`config.mk`:
```
export PLATFORM = sky130hd
export DESIGN_NAME = divider_unit
export DESIGN_NICKNAME = d
export VERILOG_FILES = /design/src/rtl/divider_unit.sv
export SDC_FILE = /design/constraint.sdc
export NUM_CORES = 1
export LEC_CHECK = 0
export ABC_CLOCK_PERIOD_IN_PS = 6200
export CORE_ASPECT_RATIO = 0.8
export CORE_MARGIN = 3
export CORE_UTILIZATION = 54
export CTS_CLUSTER_SIZE = 20
export DETAILED_ROUTE_END_ITERATION = 10
export GPL_ROUTABILITY_DRIVEN = 0
export GPL_TIMING_DRIVEN = 0
export PLACE_DENSITY = 0.84
export SKIP_CTS_REPAIR_TIMING = 1
export SLEW_MARGIN = 15
export SYNTH_ARGS = -nofsm -noshare
export SYNTH_HDL_FRONTEND = slang
export SYNTH_SLANG_ARGS = --single-unit
```
`constraint.sdc`:
```
create_clock -name Clk -period 6.2 [get_ports Clk]
set_input_delay 1.24 -clock Clk [delete_from_list [all_inputs] [get_ports Clk]]
set_output_delay 1.24 -clock Clk [all_outputs]
set_load 0.005 [all_outputs]
```
`src/rtl/divider_unit.sv`:
```
// Sequential restoring divider: one quotient bit per clock, divisor loaded separately from the dividend.
// Define SIGNED_DIV_EN for two's-complement operands (adds PRE/POST sign-handling states).
module divider_unit #(
  parameter int WIDTH = 8
) (
  input  logic             Clk,
  input  logic             Reset,
  input  logic             Load_B,
  input  logic             Run,
  input  logic [WIDTH-1:0] Din,
  output logic [WIDTH-1:0] Qval,
  output logic [WIDTH-1:0] Rval,
  output logic [WIDTH-1:0] Dval,
  output logic             Busy,
  output logic             Done,
  output logic             Div_Zero,
  output logic [2:0]       dbg_state
);

  localparam int CW = $clog2(WIDTH + 1);

  typedef enum logic [2:0] {
    S_IDLE = 3'd0,
    S_PRE  = 3'd1,
    S_CALC = 3'd2,
    S_POST = 3'd3,
    S_HOLD = 3'd4
  } state_t;

  state_t         state, state_n;
  logic [WIDTH-1:0] q_reg, r_reg, d_reg;
  logic [CW-1:0]    count;
  logic             dz_reg;
  logic [WIDTH-1:0] divisor;
  logic [WIDTH:0]   trial;
  logic             last_iter;

  // Handshake: Run is a level; one Run assertion in IDLE yields exactly one
  // division, and the result is held (Done=1) until Run is observed low.
`ifdef SIGNED_DIV_EN
  logic [WIDTH-1:0] d_mag;
  logic             neg_q, neg_r;
  assign divisor = d_mag;
`else
  assign divisor = d_reg;
`endif

  // R < divisor is invariant, so bit WIDTH of the difference is a clean borrow.
  assign trial     = {r_reg, q_reg[WIDTH-1]} - {1'b0, divisor};
  assign last_iter = (count == CW'(WIDTH - 1));

  always_ff @(posedge Clk) begin
    if (Reset) state <= S_IDLE;
    else       state <= state_n;
  end

  always_comb begin
    state_n = state;
    Busy    = 1'b0;
    Done    = 1'b0;
    case (state)
      S_IDLE: begin
        if (!Load_B && Run) begin
`ifdef SIGNED_DIV_EN
          state_n = S_PRE;
`else
          state_n = S_CALC;
`endif
        end
      end
      S_PRE: begin
        Busy    = 1'b1;
        state_n = (d_reg == '0) ? S_HOLD : S_CALC;
      end
      S_CALC: begin
        Busy = 1'b1;
`ifdef SIGNED_DIV_EN
        if (last_iter) state_n = S_POST;
`else
        if (d_reg == '0 || last_iter) state_n = S_HOLD;
`endif
      end
      S_POST: begin
        Busy    = 1'b1;
        state_n = S_HOLD;
      end
      S_HOLD: begin
        Done = 1'b1;
        if (!Run) state_n = S_IDLE;
      end
      default: state_n = S_IDLE;
    endcase
  end

  always_ff @(posedge Clk) begin
    if (Reset) begin
      q_reg  <= '0;
      r_reg  <= '0;
      d_reg  <= '0;
      count  <= '0;
      dz_reg <= 1'b0;
`ifdef SIGNED_DIV_EN
      d_mag  <= '0;
      neg_q  <= 1'b0;
      neg_r  <= 1'b0;
`endif
    end else begin
      case (state)
        S_IDLE: begin
          if (Load_B) begin
            d_reg <= Din;
          end else if (Run) begin
            q_reg <= Din;
            r_reg <= '0;
            count <= '0;
          end
        end
`ifdef SIGNED_DIV_EN
        S_PRE: begin
          if (d_reg == '0) begin
            r_reg  <= q_reg;
            q_reg  <= '1;
            dz_reg <= 1'b1;
          end else begin
            neg_q <= q_reg[WIDTH-1] ^ d_reg[WIDTH-1];
            neg_r <= q_reg[WIDTH-1];
            q_reg <= q_reg[WIDTH-1] ? (~q_reg + 1'b1) : q_reg;
            d_mag <= d_reg[WIDTH-1] ? (~d_reg + 1'b1) : d_reg;
          end
        end
        S_POST: begin
          if (neg_q) q_reg <= ~q_reg + 1'b1;
          if (neg_r) r_reg <= ~r_reg + 1'b1;
        end
`endif
        S_CALC: begin
`ifndef SIGNED_DIV_EN
          if (d_reg == '0) begin
            r_reg  <= q_reg;
            q_reg  <= '1;
            dz_reg <= 1'b1;
          end else
`endif
          begin
            if (!trial[WIDTH]) begin
              r_reg <= trial[WIDTH-1:0];
              q_reg <= {q_reg[WIDTH-2:0], 1'b1};
            end else begin
              r_reg <= {r_reg[WIDTH-2:0], q_reg[WIDTH-1]};
              q_reg <= {q_reg[WIDTH-2:0], 1'b0};
            end
            count <= count + 1'b1;
          end
        end
        S_HOLD: begin
          if (!Run) dz_reg <= 1'b0;
        end
        default: ;
      endcase
    end
  end

  assign Qval      = q_reg;
  assign Rval      = r_reg;
  assign Dval      = d_reg;
  assign Div_Zero  = dz_reg;
  assign dbg_state = state;

endmodule

```
# Word-level counts from Yosys, hierarchy flattened
# Cells that the tools add are included.
[totals]
in_bits = 12
latch_bits = 0
word_cells = 57
memories = 0
rom_bits = 0
mem_bits_rw = 0
output_inout_bits = 30
regBits = 32
[classes]
shifts = 0
n_reduce_logical = 13
order_cmp = 0
mux = 24
eq_ne = 12
n_mul = 0
div = 0
n_bitwise = 0
add_sub_neg = 2
[ops]
columns = ["operator", "count"]
rows = [
  ["$mux W8", 7],
  ["$pmux W8 S2", 2],
  ["$pmux W3 S5", 1],
  ["$ne A2 B2 Y1 const B", 7],
  ["$mux W3", 4],
  ["$mux W4", 3],
  ["$reduce_and A3 Y1", 3],
  ["$sub A9 B8 Y9", 1],
  ["$logic_not A8 Y1", 1],
  ["$pmux W4 S2", 1],
  ["$eq A3 B2 Y1 const B", 2],
  ["$mux W1", 5],
  ["$add A4 B1 Y4 const B", 1],
  ["$eq A4 B3 Y1 const B", 1],
  ["$reduce_and A4 Y1", 1],
  ["$reduce_bool A2 Y1", 2],
  ["$eq A3 B1 Y1 const B", 1],
  ["$eq A3 B3 Y1 const B", 1],
  ["$logic_not A3 Y1", 1],
  ["$reduce_or A3 Y1", 1],
  ["$pmux W1 S2", 1],
  ["$reduce_and A2 Y1", 1],
  ["$logic_and A1 B1 Y1", 1],
  ["$logic_not A1 Y1", 1],
  ["$logic_or A1 B1 Y1", 1],
]

# Longest topological paths before layout
# Gate-level depths: netlist of the first run.
[depth]
word_depth = 4
ltp_mapped = 10
ltp_nobuf = 9

# Least setup slack after synthesis of the first run
# OpenSTA, ideal clock, no wires.
[synth_path]
path_kind = "input to register"
startpoint = "in Run"
endpoint = "reg r_reg[1], in the netlist Rval[1]"
n_path_buf = 1
setup_time_ps = 79
arrival_ps = 2389
cell_stages = 6
path_slack_ps = 3733
required_time_ps = 6121
cell_sequence = "nor2b_1 o21ba_2 clkbuf_1 o21bai_1 or4_1 o211ai_1"
[synth_between]
elab_chain_cells = 2
[synth_rtl]
columns = ["element", "line_no", "rtl"]
rows = [
  ["start: declaration", "9", "input logic Run,"],
  ["$ne A2 B2 Y1 (no source line)", "-", ""],
  ["$reduce_and A3 Y1 (no source line)", "-", ""],
  ["end signal: assignment", "139", "r_reg <= q_reg;"],
  ["end signal: assignment", "146", "r_reg <= trial[WIDTH-1:0];"],
  ["end signal: assignment", "149", "r_reg <= {r_reg[WIDTH-2:0], q_reg[WIDTH-1]};"],
  ["end: declaration", "31", "logic [WIDTH-1:0] q_reg, r_reg, d_reg;"],
]
# Every way passes these cells.
# A chain may end at the register's enable or synchronous reset.

# Worst setup path after layout of the first run
# Ends and elaborated chain as after synthesis.

==> flow_metrics.tcl, run 1 <==
set metrics [dict create \
    finalCritPeriodShare_pct 50.2 \
    cp.arrival_ps 3320 \
    finalInstanceArea_um2 2450 \
    netlist_top_cells_count "nor2_1 (39), dfxtp_1 (31), a21oi_1 (26), nand2_1 (18), nor3_1 (14)" \
    cts_buffers 5 \
    antenna_found_initial 0 \
    ios 42 \
    seq_area_um2 621 \
    comb_power_share_pct 38.5 \
    path_buf_inv 2 \
    fillers 265 \
    die_h_um 59.4 \
    holdPathStages 2 \
    grt_pass1_wl_mm 9.17 \
    synth_cell_types 55 \
    setup_violations 0 \
    hpwl_mm 4.09 \
    clk_latency_ps 290 \
    internal_power_w 0.000420 \
    synth_area_leader_cell "dfxtp_1" \
    yosysWarnings 0 \
    reg2reg_from "Qval[7]$_SDFFE_PP0P_" \
    rrSetupSlack_ps 3530 \
    status "finished, final reports clean" \
    power_density_nw_per_um2 266 \
    grt_overflow 0 \
    setup_ws_ps 3090 \
    dr.pass1.iters 4 \
    crit_required_ps 6410 \
    vias 1994 \
    area_growth_pct 27.4 \
    synth.most_common_cell "nor2_1" \
    fin_nets 312 \
    grt_setup_unrepaired "false" \
    tightestPinTransition_ps 849 \
    drt_iter0_drc 182 \
    synthTopCellsByArea "dfxtp_1 (32%), nor2_1 (7.6%), a21oi_1 (6.8%)" \
    grt_max_degree 11 \
    htreeDepth 2 \
    clockRootBuffer "clkbuf_8" \
    hold_path_startpoint "count[1]$_SDFFE_PP0P_" \
    synth_area_um2 1930 \
    avgRoutedWirePerCell_um 16.5 \
    p_seq_share_pct 36.1 \
    syn_inst 244 \
    vdd_drop_max_mv 0.161 \
    utilization_pct 75.7 \
    switching_share_pct 35.6 \
    diodes 0 \
    max_freq_ghz 0.321 \
    drive_gt1_share_pct 7.93 \
    start_util_pct 59.4 \
    finClkSkew_ps 4.94 \
    clkTransAtPathRegs_ps 70 \
    clock_sinks 31 \
    critPathTopFamily "buffers and inverters" \
    p_total_w 0.000652 \
    synth_area_per_cell_um2 7.89 \
    wl_met3_um 498 \
    report.final.hold_viol_count 0 \
    crit_chain "clkdlybuf4s50_1 -> nor2b_1 -> o21ba_2 -> clkbuf_1 -> o21bai_1 -> or4_1 -> o211ai_1" \
    critPathMaxStageDelay_ps 540 \
    cp_slowest_cell "clkdlybuf4s50_1" \
    highest_layer "met4" \
    die_x_um 72.8 \
    synth_flop_cell "dfxtp_1" \
    endpoint_kind "register" \
    drc_errors 0 \
    drt-met1-wl_mm 2.48 \
    r2r-end "Rval[6]$_SDFFE_PP0P_" \
    relSlewSlack_pct 43.3 \
    dieArea_um2 4320 \
    ys_ff_latch 31 \
    synth-seq-area-share_pct 32.2 \
    routed_wl_mm 5.45 \
    p_clk_share_pct 25.3 \
    synthArstFlopShare_pct 0 \
    hp-class "register to register" \
    core_um2 3240 \
    io_buffers 39 \
    clock_path_buffers 2 \
    synth_top_area_share_pct 32.2 \
    dp_slack_ps 2870 \
    row_count 18 \
    finalSetupTns_ps 0 \
    holdPathEnd "count[1]$_SDFFE_PP0P_" \
    multi_input_comb_area_um2 1170 \
    worstSetupStartpointType "input port" \
    worst-setup-path-type "input port to register" \
    report.final.slew_viol_count 0 \
    synth_edf_count 0 \
    cts_tree "built" \
    avgViaCountPerCell 6.04 \
    ant_nets 0 \
    grt_pass1_vias 1924 \
    p_leak_nw 0.963 \
    maxCapViolCount 0 \
    p_sw_w 0.000232 \
    period_needed_ps 3110 \
    syn-num-nets 266 \
    dr_wl_met2_mm 2.38 \
    dpl_cell_area_um2 2370 \
    path_max_fanout 10 \
    r2r_cells 10 \
    grt_usage_pct 27.5 \
]
## layout by cell type (no fill, tap or decap), types with 2 or more instances in the layout
cell type        Yosys  routed
nor2_1              39      39
clkdlybuf4s50_1      0      39
dfxtp_1             31      31
a21oi_1             26      26
nand2_1             18      18
nor3_1              14      14
inv_1               11      11
clkbuf_1            10      10
ha_1                 9       9
o221ai_1             7       7
clkbuf_8             0       6
nor2b_1              5       5
nor4_1               4       4
a21o_1               4       4
xor2_1               4       4
mux2i_1              3       3
buf_6                3       3
or3_1                3       3
or4_1                3       3
o211ai_1             3       3
nand4_1              3       3
o21bai_1             2       2
buf_4                2       2
or2_2                2       2
a221oi_1             2       2
o211ai_2             2       2
nor3b_1              2       2
xnor2_1              2       2
o21ai_0              2       2
## cells by family after synthesis
| group | synth area share [%] |
|---|---|
| AND/OR/NAND/NOR | 25.9 |
| AO/OA/AOI/OAI | 23.5 |
| flip-flops | 32.2 |
| buffers and inverters | 7.08 |
| adder cells (fa/ha/maj) | 6.89 |
| XOR/XNOR | 2.73 |
| multiplexers | 1.56 |
| other | 0.195 |
## power groups by stage
stage                     sequential [W]  clock (W)  combinational [W]
final                           0.000236   0.000165           0.000251
after global routing            0.000238   0.000172           0.000279
after CTS                       0.000235   0.000163           0.000250
after detailed placement        0.000239          0           0.000248
after global placement          0.000239          0           0.000243
after floorplan                 0.000236          0           0.000166
## through the flow
step / cells / hold WS, ps
global route: 330 / 514
detailed placement: 323 / 477
floorplan: 244 / 449
CTS: 330 / 495
global placement: 323 / 472
finish: 330 / 492
## how the worst max path moves through the flow
stage / startpoint / end / slack [ps] / depth (start not counted)
3_5_place_dp: Load_B / Dval[4]$_SDFFE_PP0P_ / 2870 / 6
3_3_place_gp: Run / Rval[1]$_SDFFE_PP0P_ / 2940 / 7
2_1_floorplan: Run / Rval[1]$_SDFFE_PP0P_ / 3730 / 6
5_1_grt: Load_B / Dval[6]$_SDFFE_PP0P_ / 2960 / 6
6_report: Run / Rval[1]$_SDFFE_PP0P_ / 3090 / 7
4_1_cts: Run / Rval[1]$_SDFFE_PP0P_ / 3160 / 7
## state kept, by name, summed over array words and instances (netlist names)
signal     count
Dval           8
Qval           8
Rval           8
count          4
dbg_state      2
Div_Zero       1
## layout make-up
class                           count  share of cell area, %
Clock buffer                        6                   3.37
Inverter                           12                   1.84
Buffer                             16                   3.72
Multi-Input combinational cell    185                   47.6
Timing Repair Buffer               39                   15.9
Tap cell                           40                   2.04
Clock inverter                      1                  0.204
Sequential cell                    31                   25.3
## layer usage
| metal | GRT usage, % | vias to the layer above |
|---|---|---|
| li1 | - | 965 |
| met1 | 37.8 | 904 |
| met2 | 42.8 | 113 |
| met3 | 6.10 | 12 |
| met4 | 8.95 | 0 |
| met5 | 0 | - |
## worst register-to-register path, stage by stage, from the launching register on
cell and delay [ps]:
dfxtp_1 410, inv_1 80, ha_1 230, fa_1 420
nand2b_1 190, a21o_1 230, a21oi_2 160, o211ai_2 190
buf_6 200, a2111o_1 350, o211ai_2 130
Power figures use the tool's default switching activity.
==> run 2: changes to the inputs <==
- ABC_CLOCK_PERIOD_IN_PS: 6200 -> 2600
- CORE_UTILIZATION: 54 -> 46
- PLACE_DENSITY: 0.84 -> 0.77
- clock period: 6.2 -> 2.6 ns (I/O delays scaled with it)
==> run 2 against run 1 <==
Combinational power increased to 2.5 times the previous value. Sequential cell count did not move. Die area is 16% higher. Critical path depth grew 3.
==> flow_metrics.tcl, run 2 (synthesis gave the netlist of run 1 again) <==
set metrics [dict create \
    status "finished, final reports clean" \
    vdd_drop_max_mv 0.321 \
    p_leak_nw 0.979 \
    p_seq_share_pct 35.6 \
    clockRootBuffer "clkbuf_8" \
    final_cell_mix "nor2_1 (39), clkdlybuf4s50_1 (39), dfxtp_1 (30), a21oi_1 (26), nand2_1 (18)" \
    worstSetupStartpointType "register" \
    ios 42 \
    avgViaCountPerCell 5.62 \
    maxCapViolCount 0 \
    report.final.slew_viol_count 0 \
    setup_ws_ps 101 \
    tightestPinTransition_ps 1020 \
    hp-class "register to register" \
    worst-setup-path-type "register to register" \
    setup_violations 0 \
    routed_wl_mm 5.43 \
    grt_pass1_wl_mm 8.76 \
    row_count 20 \
    vias 1945 \
    path_max_fanout 10 \
    ant_nets 0 \
    reg2reg_from "Qval[7]$_SDFFE_PP0P_" \
    fin_nets 313 \
    fillers 362 \
    hpwl_mm 4.10 \
    finalCritPeriodShare_pct 96.1 \
    drt_iter0_drc 129 \
    switching_share_pct 35.3 \
    clock_sinks 31 \
    grt_max_degree 11 \
    grt_usage_pct 22.4 \
    grt_pass1_vias 1780 \
    die_h_um 63.9 \
    io_buffers 39 \
    period_needed_ps 2500 \
    antenna_found_initial 0 \
    rrSetupSlack_ps 100 \
    htreeDepth 2 \
    utilization_pct 64.0 \
    relSlewSlack_pct 31.9 \
    core_um2 3900 \
    finClkSkew_ps 7.57 \
    clk_latency_ps 280 \
    crit_required_ps 2810 \
    avgRoutedWirePerCell_um 15.7 \
    comb_power_share_pct 39.9 \
    die_x_um 78.3 \
    cp.arrival_ps 2710 \
    grt_overflow 0 \
    start_util_pct 49.3 \
    setup.worst_path.start "Qval[7]$_SDFFE_PP0P_" \
    clock_path_buffers 2 \
    grt_setup_unrepaired "false" \
    p_clk_share_pct 24.5 \
    p_total_w 0.00157 \
    diodes 0 \
    cts_tree "built" \
    p_sw_w 0.000556 \
    hold_path_startpoint "count[1]$_SDFFE_PP0P_" \
    endpoint_kind "register" \
    dr.pass1.iters 4 \
    drive_gt1_share_pct 9.28 \
    power_density_nw_per_um2 630 \
    drc_errors 0 \
    internal_power_w 0.00102 \
    clkTransAtPathRegs_ps 70 \
    dp_slack_ps -28.0 \
    area_growth_pct 29.8 \
    report.final.hold_viol_count 0 \
    finalSetupTns_ps 0 \
    cts_buffers 5 \
    dieArea_um2 5000 \
    max_freq_ghz 0.400 \
]
## run 2: cell types whose count changed in the layout (fill, tap and decap cells not counted), sizes merged
| cell | change |
|---|---|
| buf | +1 |
## run 2: cell type report
cell class                 count  area (um^2)  share of cell area (%)
timing repair buffer          40          398                    15.9
clock buffer                   6         82.6                    3.30
tap                           55         68.8                    2.75
sequential                    31          622                    24.9
multi-input combinational    185         1190                    47.5
clock inverter                 1         5.00                   0.200
inverter                      12         45.0                    1.80
buffer                        16         91.3                    3.65
## run 2: final timing paths
path	to	cells past startpoint
setup reg to reg	Rval[6]$_SDFFE_PP0P_	10
hold / removal	count[1]$_SDFFE_PP0P_	2
setup / recovery	Rval[6]$_SDFFE_PP0P_	10
hold reg to reg	count[1]$_SDFFE_PP0P_	2
## run 2: critical path, cell delays in order (launching register included)
cell and delay (ps):
dfxtp_2 360, inv_1 60, ha_1 220, fa_2 360, nand2b_4 150, a21o_1 230, a21oi_2 210, o211ai_4 150
buf_6 180, a2111o_1 360, o211ai_2 140
## run 2: power by group through the flow
stage,logic (W),clock network [W],registers (W)
floorplan,0.000397,0,0.000563
global placement,0.000584,0,0.000569
detailed placement,0.000591,0,0.000570
CTS,0.000596,0.000390,0.000560
global route,0.000684,0.000423,0.000567
finish,0.000628,0.000385,0.000561
## run 2: metal layers
layer | vias to the layer above | GRT usage [%] | part of all wire (%) | wire (um)
met2 | 82 | 32.6 | 43 | 2320
met4 | 0 | 6.11 | 0.85 | 46
met5 | - | 0 | 0 | 0
met1 | 891 | 32.7 | 48 | 2590
li1 | 965 | - | - | -
met3 | 7 | 5.49 | 8.8 | 479
## run 2: through the flow
step           cell area (um^2)  cells  hold slack, ps
6_report                   2500    346             476
5_1_grt                    2500    346             518
4_1_cts                    2470    345             481
3_5_place_dp               2380    338             472
3_3_place_gp               2380    338             467
2_1_floorplan              1930    244             449
==> run 3: changes to the inputs <==
- ABC_CLOCK_PERIOD_IN_PS: 2600 -> 2510
- CORE_UTILIZATION: 46 -> 51
- MAX_ROUTING_LAYER: default -> met4
- PLACE_DENSITY: 0.77 -> 0.8
- clock period: 2.6 -> 2.51 ns (I/O delays scaled with it)
==> run 3 against run 2 <==
First-iteration DRC count grew 49%. Fmax increased by 3.5%. Largest power group unchanged. Largest cell class unchanged. Sequential power grew 3.6%. Clock power is 35% higher. Global-route usage increased by 3.9 points.
==> flow_metrics.tcl, run 3 (synthesis gave the netlist of run 1 again) <==
set metrics [dict create \
    avgRoutedWirePerCell_um 16.2 \
    dr.pass1.iters 7 \
    worstSetupStartpointType "register" \
    finClkSkew_ps 6.25 \
    crit_chain "inv_1 -> ha_1 -> fa_2 -> nand2b_4 -> a21o_4 -> o211ai_4 -> buf_6 -> nor3_1 -> or3b_1" \
    cp_slowest_cell "or3b_1" \
    clk_latency_ps 290 \
    vias 1999 \
    max_freq_ghz 0.414 \
    setup_violations 0 \
    fillers 287 \
    switching_share_pct 33.8 \
    power_density_nw_per_um2 703 \
    p_leak_nw 0.991 \
    grt_usage_pct 26.2 \
    die_h_um 61.0 \
    drt_iter0_drc 192 \
    report.final.hold_viol_count 0 \
    dpl_cell_area_um2 2370 \
    clkTransAtPathRegs_ps 70 \
    row_count 19 \
    period_needed_ps 2420 \
    maxCapViolCount 0 \
    fin_nets 314 \
    critPathTopFamily "simple AND/OR/NAND/NOR gates" \
    avgViaCountPerCell 5.97 \
    grt_pass1_vias 1843 \
    status "finished, final reports clean" \
    core_um2 3520 \
    p_seq_share_pct 32.4 \
    tightestPinTransition_ps 823 \
    worst-setup-path-type "register to register" \
    grt_pass1_wl_mm 8.69 \
    relSlewSlack_pct 45.0 \
    final_cell_mix "nor2_1 (39), clkdlybuf4s50_1 (39), dfxtp_1 (30), a21oi_1 (26), nand2_1 (18)" \
    hpwl_mm 4.04 \
    p_total_w 0.00179 \
    routed_wl_mm 5.44 \
    drive_gt1_share_pct 10.6 \
    clock_sinks 31 \
    vdd_drop_max_mv 0.444 \
    ant_nets 0 \
    finalInstanceArea_um2 2550 \
    p_sw_w 0.000606 \
    endpoint_kind "register" \
    path_buf_inv 2 \
    antenna_found_initial 0 \
    htreeDepth 2 \
    grt_overflow 0 \
    clock_path_buffers 2 \
    internal_power_w 0.00118 \
    dieArea_um2 4550 \
    cts_tree "built" \
    critPathMaxStageDelay_ps 380 \
    ios 42 \
    area_growth_pct 32.2 \
    p_clk_share_pct 29.0 \
    diodes 0 \
    io_buffers 39 \
    path_max_fanout 10 \
    drc_errors 0 \
    start_util_pct 54.7 \
    hp-class "register to register" \
    crit_required_ps 2680 \
    die_x_um 74.7 \
    cp.arrival_ps 2590 \
    comb_power_share_pct 38.6 \
    clockRootBuffer "clkbuf_8" \
    grt_max_degree 11 \
    finalCritPeriodShare_pct 96.2 \
    report.final.slew_viol_count 0 \
    cts_buffers 5 \
]
[run 3: cell count changes in the layout (fill, tap and decap cells not counted), sizes merged]
cell    change
buf         +1
bufinv      +1
[run 3: through the flow]
step                      std cells  setup slack, ps  setup TNS, ps  util [%]  hold WS (ps)
after global placement          325            -85.1           -230      67.3           468
after global routing            335            -11.2          -13.0      72.4           505
final                           335             94.6              0      72.4           481
after floorplan                 244              156              0         -           449
after CTS                       333             -136           -483      70.7           478
after detailed placement        325             -105           -260      67.3           469
[run 3: worst paths after layout]
check                           to  slack (ps)                  start  depth (start not counted)
max reg2reg   Rval[7]$_SDFFE_PP0P_          90   Qval[7]$_SDFFE_PP0P_                          9
min reg2reg  count[1]$_SDFFE_PP0P_         480  count[1]$_SDFFE_PP0P_                          2
min          count[1]$_SDFFE_PP0P_         480  count[1]$_SDFFE_PP0P_                          2
max           Rval[7]$_SDFFE_PP0P_          90   Qval[7]$_SDFFE_PP0P_                          9
[run 3: layout make-up]
type / count / area (um^2) / area share, %
multi-input combinational: 185 / 1210 / 47.5
sequential: 31 / 624 / 24.5
inverter: 12 / 45.0 / 1.77
buffer: 16 / 91.3 / 3.59
clock inverter: 2 / 35.0 / 1.38
tap: 42 / 52.6 / 2.06
clock buffer: 6 / 82.6 / 3.24
timing repair buffer: 41 / 405 / 15.9
[run 3: tightest hold or removal path, stage by stage (launching register included)]
cell	delay [ps]
dfxtp_1	330
nand2_1	60
a21oi_1	50
[run 3: power by group through the flow]
stage               registers, W  logic, W  clock network, W
global placement        0.000590  0.000603                 0
detailed placement      0.000590  0.000611                 0
floorplan               0.000583  0.000411                 0
finish                  0.000581  0.000690          0.000519
CTS                     0.000580  0.000618          0.000518
global route            0.000587  0.000756          0.000541
[run 3: routing by layer]
layer  wire (um)  track usage (%)  vias to the layer above
met4          48             7.61                        0
met5           0                -                        -
met1        2590             37.0                      911
li1            -                -                      972
met2        2350             37.4                      108
met3         461             5.79                        8
